[config.mk]
export PLATFORM = sky130hd
export DESIGN_NAME = reaction_timer
export DESIGN_NICKNAME = d
export VERILOG_FILES = /design/src/rtl/reaction_timer_pkg.sv /design/src/rtl/reaction_timer_bcd_counter.sv /design/src/rtl/reaction_timer.sv
export SDC_FILE = /design/constraint.sdc
export NUM_CORES = 1
export LEC_CHECK = 0
export ABC_AREA = 1
export CORE_MARGIN = 1.5
export CORE_UTILIZATION = 40
export CTS_CLUSTER_DIAMETER = 150
export DETAILED_ROUTE_END_ITERATION = 10
export PLACE_DENSITY = 0.7
export REMOVE_ABC_BUFFERS = 1
export SLEW_MARGIN = 10
export SYNTH_ARGS = -nofsm -noshare
export SYNTH_HDL_FRONTEND = slang
export SYNTH_SLANG_ARGS = --single-unit
[constraint.sdc]
create_clock -name clkin -period 1.25 [get_ports clkin]
set_input_delay 0.25 -clock clkin [delete_from_list [all_inputs] [get_ports clkin]]
set_output_delay 0.25 -clock clkin [all_outputs]
set_load 0.03 [all_outputs]
[src/rtl/reaction_timer_pkg.sv]
// Shared types and constants for the reaction timer: FSM states, LFSR shape, BCD digit format.
package reaction_timer_pkg;

  typedef enum logic [2:0] {
    IDLE,
    DELAY,
    TIMING,
    DONE,
    EARLY
  } state_t;

  localparam int unsigned LFSR_W      = 15;
  localparam int unsigned LFSR_TAP_HI = 14;
  localparam int unsigned LFSR_TAP_LO = 13;
  localparam logic [LFSR_W-1:0] LFSR_SEED = 15'h0001;

  localparam int unsigned DIGIT_W = 4;
  localparam logic [DIGIT_W-1:0] DIGIT_MAX = 4'd9;

  // Fibonacci step for x^15 + x^14 + 1; never maps a non-zero value to zero.
  function automatic logic [LFSR_W-1:0] lfsr_next(input logic [LFSR_W-1:0] cur);
    return {cur[LFSR_W-2:0], cur[LFSR_TAP_HI] ^ cur[LFSR_TAP_LO]};
  endfunction

endpackage

[src/rtl/reaction_timer_bcd_counter.sv]
// Cascaded decimal counter: each enabled step adds one with ripple carry across digits.
module bcd_counter
  import reaction_timer_pkg::*;
#(
  parameter int unsigned DIGITS = 4
) (
  input  logic                      clkin,
  input  logic                      rst_n,
  input  logic                      clr,
  input  logic                      en,
  output logic [DIGIT_W*DIGITS-1:0] bcd,
  output logic                      all_nines
);

  localparam int unsigned BCD_W = DIGIT_W * DIGITS;

  logic [BCD_W-1:0] bcd_d;
  logic             carry;

  // Increment: a digit at 9 wraps to 0 and passes the carry upward.
  always_comb begin
    bcd_d = bcd;
    carry = en;
    for (int unsigned i = 0; i < DIGITS; i++) begin
      if (carry) begin
        if (bcd[i*DIGIT_W +: DIGIT_W] == DIGIT_MAX) begin
          bcd_d[i*DIGIT_W +: DIGIT_W] = '0;
        end else begin
          bcd_d[i*DIGIT_W +: DIGIT_W] = bcd[i*DIGIT_W +: DIGIT_W] + DIGIT_W'(1);
          carry = 1'b0;
        end
      end
    end
  end

  always_comb begin
    all_nines = 1'b1;
    for (int unsigned i = 0; i < DIGITS; i++) begin
      if (bcd[i*DIGIT_W +: DIGIT_W] != DIGIT_MAX) all_nines = 1'b0;
    end
  end

  always_ff @(posedge clkin) begin
    if (!rst_n || clr) bcd <= '0;
    else               bcd <= bcd_d;
  end

endmodule

[src/rtl/reaction_timer.sv]
// Reaction timer: random tick delay, then light led and count ticks in BCD until stop.
module reaction_timer
  import reaction_timer_pkg::*;
#(
  parameter int unsigned DIGITS     = 4,
  parameter int unsigned MIN_DELAY  = 1000,
  parameter int unsigned DELAY_MASK = 14'h0FFF,
  parameter int unsigned CNT_W      = 14
) (
  input  logic                      clkin,
  input  logic                      rst_n,
  input  logic                      tick,
  input  logic                      start,
  input  logic                      stop,
  output logic                      led,
  output logic [DIGIT_W*DIGITS-1:0] bcd,
  output logic                      busy,
  output logic                      done,
  output logic                      early,
  output logic                      overflow
);

  // Load must fit the counter and be at least one tick so expiry at 1 is reachable.
  if (MIN_DELAY == 0 || 64'(MIN_DELAY) + 64'(DELAY_MASK) >= (64'd1 << CNT_W)) begin : g_cfg_check
    $error("reaction_timer: MIN_DELAY + DELAY_MASK must be in [1, 2**CNT_W)");
  end

  state_t            state, state_d;
  logic [CNT_W-1:0]  delay_cnt, delay_cnt_d;
  logic [LFSR_W-1:0] lfsr;
  logic              led_d, busy_d, done_d, early_d, overflow_d;
  logic              bcd_clr, bcd_en, all_nines;
  logic [CNT_W-1:0]  load_val;

  assign load_val = CNT_W'(MIN_DELAY) + (CNT_W'(lfsr[LFSR_W-2:0]) & CNT_W'(DELAY_MASK));

  bcd_counter #(
    .DIGITS(DIGITS)
  ) u_bcd (
    .clkin    (clkin),
    .rst_n    (rst_n),
    .clr      (bcd_clr),
    .en       (bcd_en),
    .bcd      (bcd),
    .all_nines(all_nines)
  );

  always_ff @(posedge clkin) begin
    if (!rst_n) begin
      state     <= IDLE;
      delay_cnt <= '0;
      lfsr      <= LFSR_SEED;
      led       <= 1'b0;
      busy      <= 1'b0;
      done      <= 1'b0;
      early     <= 1'b0;
      overflow  <= 1'b0;
    end else begin
      state     <= state_d;
      delay_cnt <= delay_cnt_d;
      lfsr      <= lfsr_next(lfsr);
      led       <= led_d;
      busy      <= busy_d;
      done      <= done_d;
      early     <= early_d;
      overflow  <= overflow_d;
    end
  end

  // Next state; stop takes priority over a same-cycle tick in both active states.
  always_comb begin
    state_d     = state;
    delay_cnt_d = delay_cnt;
    overflow_d  = overflow;
    bcd_clr     = 1'b0;
    bcd_en      = 1'b0;

    unique case (state)
      IDLE, DONE, EARLY: begin
        if (start) begin
          state_d     = DELAY;
          delay_cnt_d = load_val;
          bcd_clr     = 1'b1;
          overflow_d  = 1'b0;
        end
      end
      DELAY: begin
        if (stop) begin
          state_d = EARLY;
        end else if (tick) begin
          delay_cnt_d = delay_cnt - CNT_W'(1);
          if (delay_cnt == CNT_W'(1)) state_d = TIMING;
        end
      end
      TIMING: begin
        if (stop) begin
          state_d = DONE;
        end else if (tick) begin
          if (all_nines) begin
            state_d    = DONE;
            overflow_d = 1'b1;
          end else begin
            bcd_en = 1'b1;
          end
        end
      end
      default: state_d = IDLE;
    endcase

    led_d   = (state_d == TIMING);
    busy_d  = (state_d == DELAY) || (state_d == TIMING);
    done_d  = (state_d == DONE);
    early_d = (state_d == EARLY);
  end

endmodule
# After elaboration in Yosys (flattened, before gate mapping)
# Cells that the tools add are included.
[word_totals]
reg_bits = 53
inputBits = 5
out_inout_bits = 21
wordCells = 88
[op_classes]
add_sub_neg = 6
eq_ne = 23
n_mux = 37
n_bitwise = 1
reduce_logical = 9
[op_table]
columns = ["cell", "count"]
rows = [
  ["$mux W14", 3],
  ["$pmux W14 S2", 1],
  ["$mux W3", 7],
  ["$mux W1", 20],
  ["$add A4 B1 Y4 const B", 4],
  ["$eq A4 B4 Y1 const B", 4],
  ["$mux W4", 4],
  ["$ne A4 B4 Y1 const B", 4],
  ["$eq A14 B1 Y1 const B", 1],
  ["$sub A14 B1 Y14 const B", 1],
  ["$add A10 B12 Y13 const A", 1],
  ["$eq A3 B2 Y1 const B", 4],
  ["$ne A2 B2 Y1 const B", 6],
  ["$pmux W3 S3", 1],
  ["$eq A3 B1 Y1 const B", 2],
  ["$eq A3 B3 Y1 const B", 2],
  ["$reduce_and A5 Y1", 1],
  ["$reduce_and A4 Y1", 1],
  ["$reduce_bool A2 Y1", 2],
  ["$logic_not A3 Y1", 1],
  ["$reduce_or A3 Y1", 1],
  ["$logic_or A1 B1 Y1", 2],
  ["$pmux W1 S2", 1],
  ["$logic_not A1 Y1", 1],
  ["$xor A1 B1 Y1", 1],
]

# Depth between registers and ports, before layout
[depth]
depth_word = 12
mapped_depth = 12
ltp_nobuf = 12

# Hierarchy
# Synthesis repeated with hierarchy kept, for this count alone.
[hier_totals]
hier_cells = 436
area_unflattened_um2 = 2835.2
[modules_own_cells]
columns = ["mod", "n_inst", "cells_each", "area_per_inst_um2", "seq_area_each_um2"]
rows = [
  ["reaction_timer", 1, 305, 1973.1, 740.7],
  ["bcd_counter", 1, 131, 862.1, 320.3],
]

# Least setup slack after synthesis
# Ideal clock, no wire load.
[synth_timing]
path_kind = "reg-to-reg"
from = "register u_bcd.bcd[3]"
to = "register u_bcd.bcd[5]"
setup_time_ns = 0.070
arrival_ns = 1.404
t_required_ns = 1.180
slack_ns = -0.223
path_stages_with_launch = 9
path_buffers = 0
synth_period_minus_slack_ns = 1.473
cell_sequence = "dfxtp_1 -> nand2_1 -> nor2_4 -> nand2_1 -> nor2_2 -> nor2_4 -> nand2_2 -> nand2_1 -> a21oi_1"
[synth_between]
elab_chain_len = 10
word_cells_on_any_way = 12
cone_classes = "2 x eq/ne; 10 x mux"
[synth_rtl]
columns = ["item", "line", "rtl"]
rows = [
  ["start: declaration", "reaction_timer_bcd_counter.sv:11", "output logic [DIGIT_W*DIGITS-1:0] bcd,"],
  ["start signal: assignment", "reaction_timer_bcd_counter.sv:44", "if (!rst_n || clr) bcd <= '0;"],
  ["start signal: assignment", "reaction_timer_bcd_counter.sv:45", "else bcd <= bcd_d;"],
  ["$ne A4 B4 Y1", "reaction_timer_bcd_counter.sv:39", "if (bcd[i*DIGIT_W +: DIGIT_W] != DIGIT_MAX) all_nines = 1'b0;"],
  ["$mux W1 (4 in a row)", "reaction_timer_bcd_counter.sv:39", ""],
  ["$mux W1", "reaction_timer.sv:99", "if (all_nines) begin"],
  ["$mux W1", "reaction_timer.sv:98", "end else if (tick) begin"],
  ["$mux W1", "reaction_timer.sv:96", "if (stop) begin"],
  ["$mux W1", "reaction_timer.sv:78", "unique case (state)"],
  ["$mux W1 *", "reaction_timer_bcd_counter.sv:25", "if (carry) begin"],
]
# Mark *: on every way between the ends. The rest lies on a longest branch, timed or not.
# A chain may end at the register's enable or synchronous reset.

# Worst setup path after layout
[layout_timing]
from = "register state[1]"
to = "register delay_cnt[5]"
[layout_between]
elab_chain_len = 4
word_cells_on_any_way = 11
cone_classes = "6 x eq/ne; 1 x mux; 4 x reduce/logical"
[layout_rtl]
columns = ["item", "line", "rtl"]
rows = [
  ["start: declaration", "reaction_timer.sv:28", "state_t state, state_d;"],
  ["start signal: assignment", "reaction_timer.sv:59", "state <= state_d;"],
  ["$eq A3 B2 Y1, or another cell as far along", "reaction_timer.sv:78", ""],
  ["$reduce_or A3 Y1", "reaction_timer.sv:78", ""],
  ["$ne A2 B2 Y1 (no line) or $reduce_bool A2 Y1 (tied branches)", "--", ""],
  ["$reduce_and A4 Y1 (no line)", "--", ""],
  ["end signal: assignment", "reaction_timer.sv:60", "delay_cnt <= delay_cnt_d;"],
  ["end: declaration", "reaction_timer.sv:29", "logic [CNT_W-1:0] delay_cnt, delay_cnt_d;"],
]
# Parallel ways exist; a longest one is shown, timed or not.

==> results.tsv <==
metric	value	unit
root_buffer	clkbuf_8	
crit_top_cell	nor2_4	
route.vias.total	3141	
cp-end-kind	register	
fin_total_pwr	3854	uW
gp_congestion	0.8503	
outcome	complete, but fails checks	
yosysWarnings	0	
synth_top_area_share	0.3687	
die_x	87.82	um
clkTransAtPathRegs	110	ps
grt_overflow	0	
cts_buffer_depth	2	
antenna_found_initial	0	
dp_hpwl	5340	um
h-tree-depth	2	
grt_first_pass_wirelength	12350	um
ys.flop_type	dfxtp_1	
cp.required	1500	ps
portBuffers	25	
areaGrowthSynthToFinish	50.09	%
viasPerCell	4.788	
grt_max_degree	26	
yosysSeqAreaShare	0.3687	
critical_path_arrival	1710	ps
place_ws	-476.5	ps
critical_path.top_delay_family	simple AND/OR/NAND/NOR gates	
min_period	1460	ps
async_flop_share	0	
rows	30	
violations	setup timing	
antenna_left	0	
crit_slowest_cell	dfxtp_4	
drc	0	
start_util	0.4189	
cts_tree	done	
cts.sink_count	53	
dr.pass1.iters	4	
antenna_cells	0	
ff_latch_area	0.001100	mm2
core-area	0.006869	mm2
worstPathCellList	inv_4, nand3_4, nor2_4, nor2_2, nor2_4, buf_6, buf_12, o21ai_2, a21oi_1	
syn_area_per_cell	6.395	um2
critPathMaxStageDelay	390	ps
nets	567	
busiest_layer	met2	
maxCapViolCount	0	
rsz0062_at_grt	yes	
grt_use_met3	0.02828	
fill_cells	574	
tightest_slew	340.6	ps
clk_latency	320	ps
ir_worst_vdd	619.9	uV
drive_gt1_frac	0.4000	
die_h	87.82	um
drtIter0Drc	99	
worst_setup_path_start_kind	register	
fin_skew	11.20	ps
path_buf_inv	3	
use_met2	0.3636	
dieArea	0.007712	mm2
drt-total-wl	8116	um
synth_area_leader_cell	dfxtp_1	
grt_pass1_vias	2914	
holdWs	426.2	ps
multiInputGateArea	0.001798	mm2
synth-seq-cells	53	
max_freq	685.1	MHz
grt_util_met1	0.2421	
setup_viol	37	
synth_edf_count	0	
slew_headroom	0.7705	
syn_inst	450	
leakagePower	0.001983	uW
hold_path.class	reg2reg	
cts-buffers-inserted	5	
period_share	1.168	
wire_per_inst	12.37	um
slew_viol_final	0	
ys_top_cells_by_area	dfxtp_1, nand2_1, inv_1	
io_pins	26	
synth_cell_types	30	
power_density	892.3	mW/mm2
netlist_area	0.002878	mm2
finalHoldViolations	0	
fin_ws	-209.6	ps
worstPathMaxFanout	7	
grt_usage	0.2006	
setup.worst_path.class	reg2reg	
## timing repair
action                                  CTS  global route
endpoints found under the setup margin   42            42
setup buffers                             7             5
hold buffers                              0             0
pin swaps                                19            22
gates resized for setup                  63            85
cloned                                    0             0
## worst reg2reg max path, stage by stage (launching register included)
cell,delay [ps]
dfxtp_4,390
inv_4,80
nand3_4,110
nor2_4,130
nor2_2,70
nor2_4,180
buf_6,140
buf_12,110
o21ai_2,50
a21oi_1,120
## synthesized netlist by cell type (3+ instances only)
master	number
nand2_1	109
inv_1	71
nor2_1	67
dfxtp_1	53
nand3_1	31
a21oi_1	27
o21ai_0	26
nor2_2	8
o21ai_1	8
nand2_2	6
nand4_1	6
inv_2	5
nor2_4	4
buf_2	3
clkbuf_1	3
ha_1	3
nor3_1	3
xnor2_1	3
## layout make-up
cell class	instances	area share
clock buffers	5	0.01593
clock inverters	3	0.005794
inverters	76	0.07010
multi-input cells	313	0.4163
flip-flops and latches	53	0.2546
well taps	96	0.02781
repair buffers	110	0.2094
## metrics by stage
step                  util  area, um2  cells  setup TNS (ps)
floorplan                -       2829    442           -5984
global placement    0.5412       3717    636          -12740
detailed placement  0.5412       3717    636          -14120
CTS                 0.5882       4040    651           -2500
global route        0.6288       4319    656           -8069
finish              0.6288       4319    656           -5011
## logic make-up after synthesis
| logic type | after synthesis | synth area share |
|---|---|---|
| buffers and inverters | 84 | 0.1161 |
| AOI/OAI and AO/OA | 66 | 0.1191 |
| DFF | 53 | 0.3687 |
| and+or+nand+nor | 238 | 0.3643 |
| xor gates and xnor gates | 5 | 0.01522 |
| adders and majority gates | 3 | 0.01304 |
| muxes | 1 | 0.003478 |
## worst paths after layout
path,startpoint,to,slack [ps],depth (start not counted)
worst max-delay path,state[1],delay_cnt[5],-210,9
worst min-delay path,lfsr[12],lfsr[13],430,2
worst max register to register,state[1],delay_cnt[5],-210,9
worst min register to register,lfsr[12],lfsr[13],430,2
## per-layer routing
| metal | share of wire | up-vias |
|---|---|---|
| met4 | 0.024 | 0 |
| met5 | 0 | - |
| met3 | 0.032 | 18 |
| met2 | 0.52 | 74 |
| met1 | 0.43 | 1425 |
| li1 | - | 1624 |
## cells in the final DEF, fill, tap and decap left out, types with 2 or more instances in the layout
cell type and count:
nor2_2 14, ha_4 2, dfxtp_4 6, clkdlybuf4s15_2 4
a21oi_2 6, inv_4 5, nand2_4 6, nand2_1 90
clkbuf_8 5, nand3_4 4, nor3_1 2, inv_1 63
nand3_1 27, xor2_1 2, o21ai_0 18, nor2_4 14
dfxtp_1 34, nand4_1 6, o21ai_2 8, buf_12 2
clkdlybuf4s50_1 3, buf_4 93, o21ai_1 8, nor2_1 51
nand2_2 19, inv_2 7, a21oi_1 21, buf_6 7
xnor2_1 3, nand3_2 2, inv_6 2, dfxtp_2 13
## sequential cells by signal, summed over array words and instances (netlist names)
register   cells
u_bcd.bcd     16
led            1
state          3
early          1
delay_cnt     14
busy           1
done           1
overflow       1
lfsr          15
## where the power goes
part	internal (uW)	switching, uW	total (uW)
Sequential	1750	64.8	1810
Clock	406	628	1030
Combinational	469	538	1010
Total	2620	1230	3850
Power figures use the tool's default switching activity.
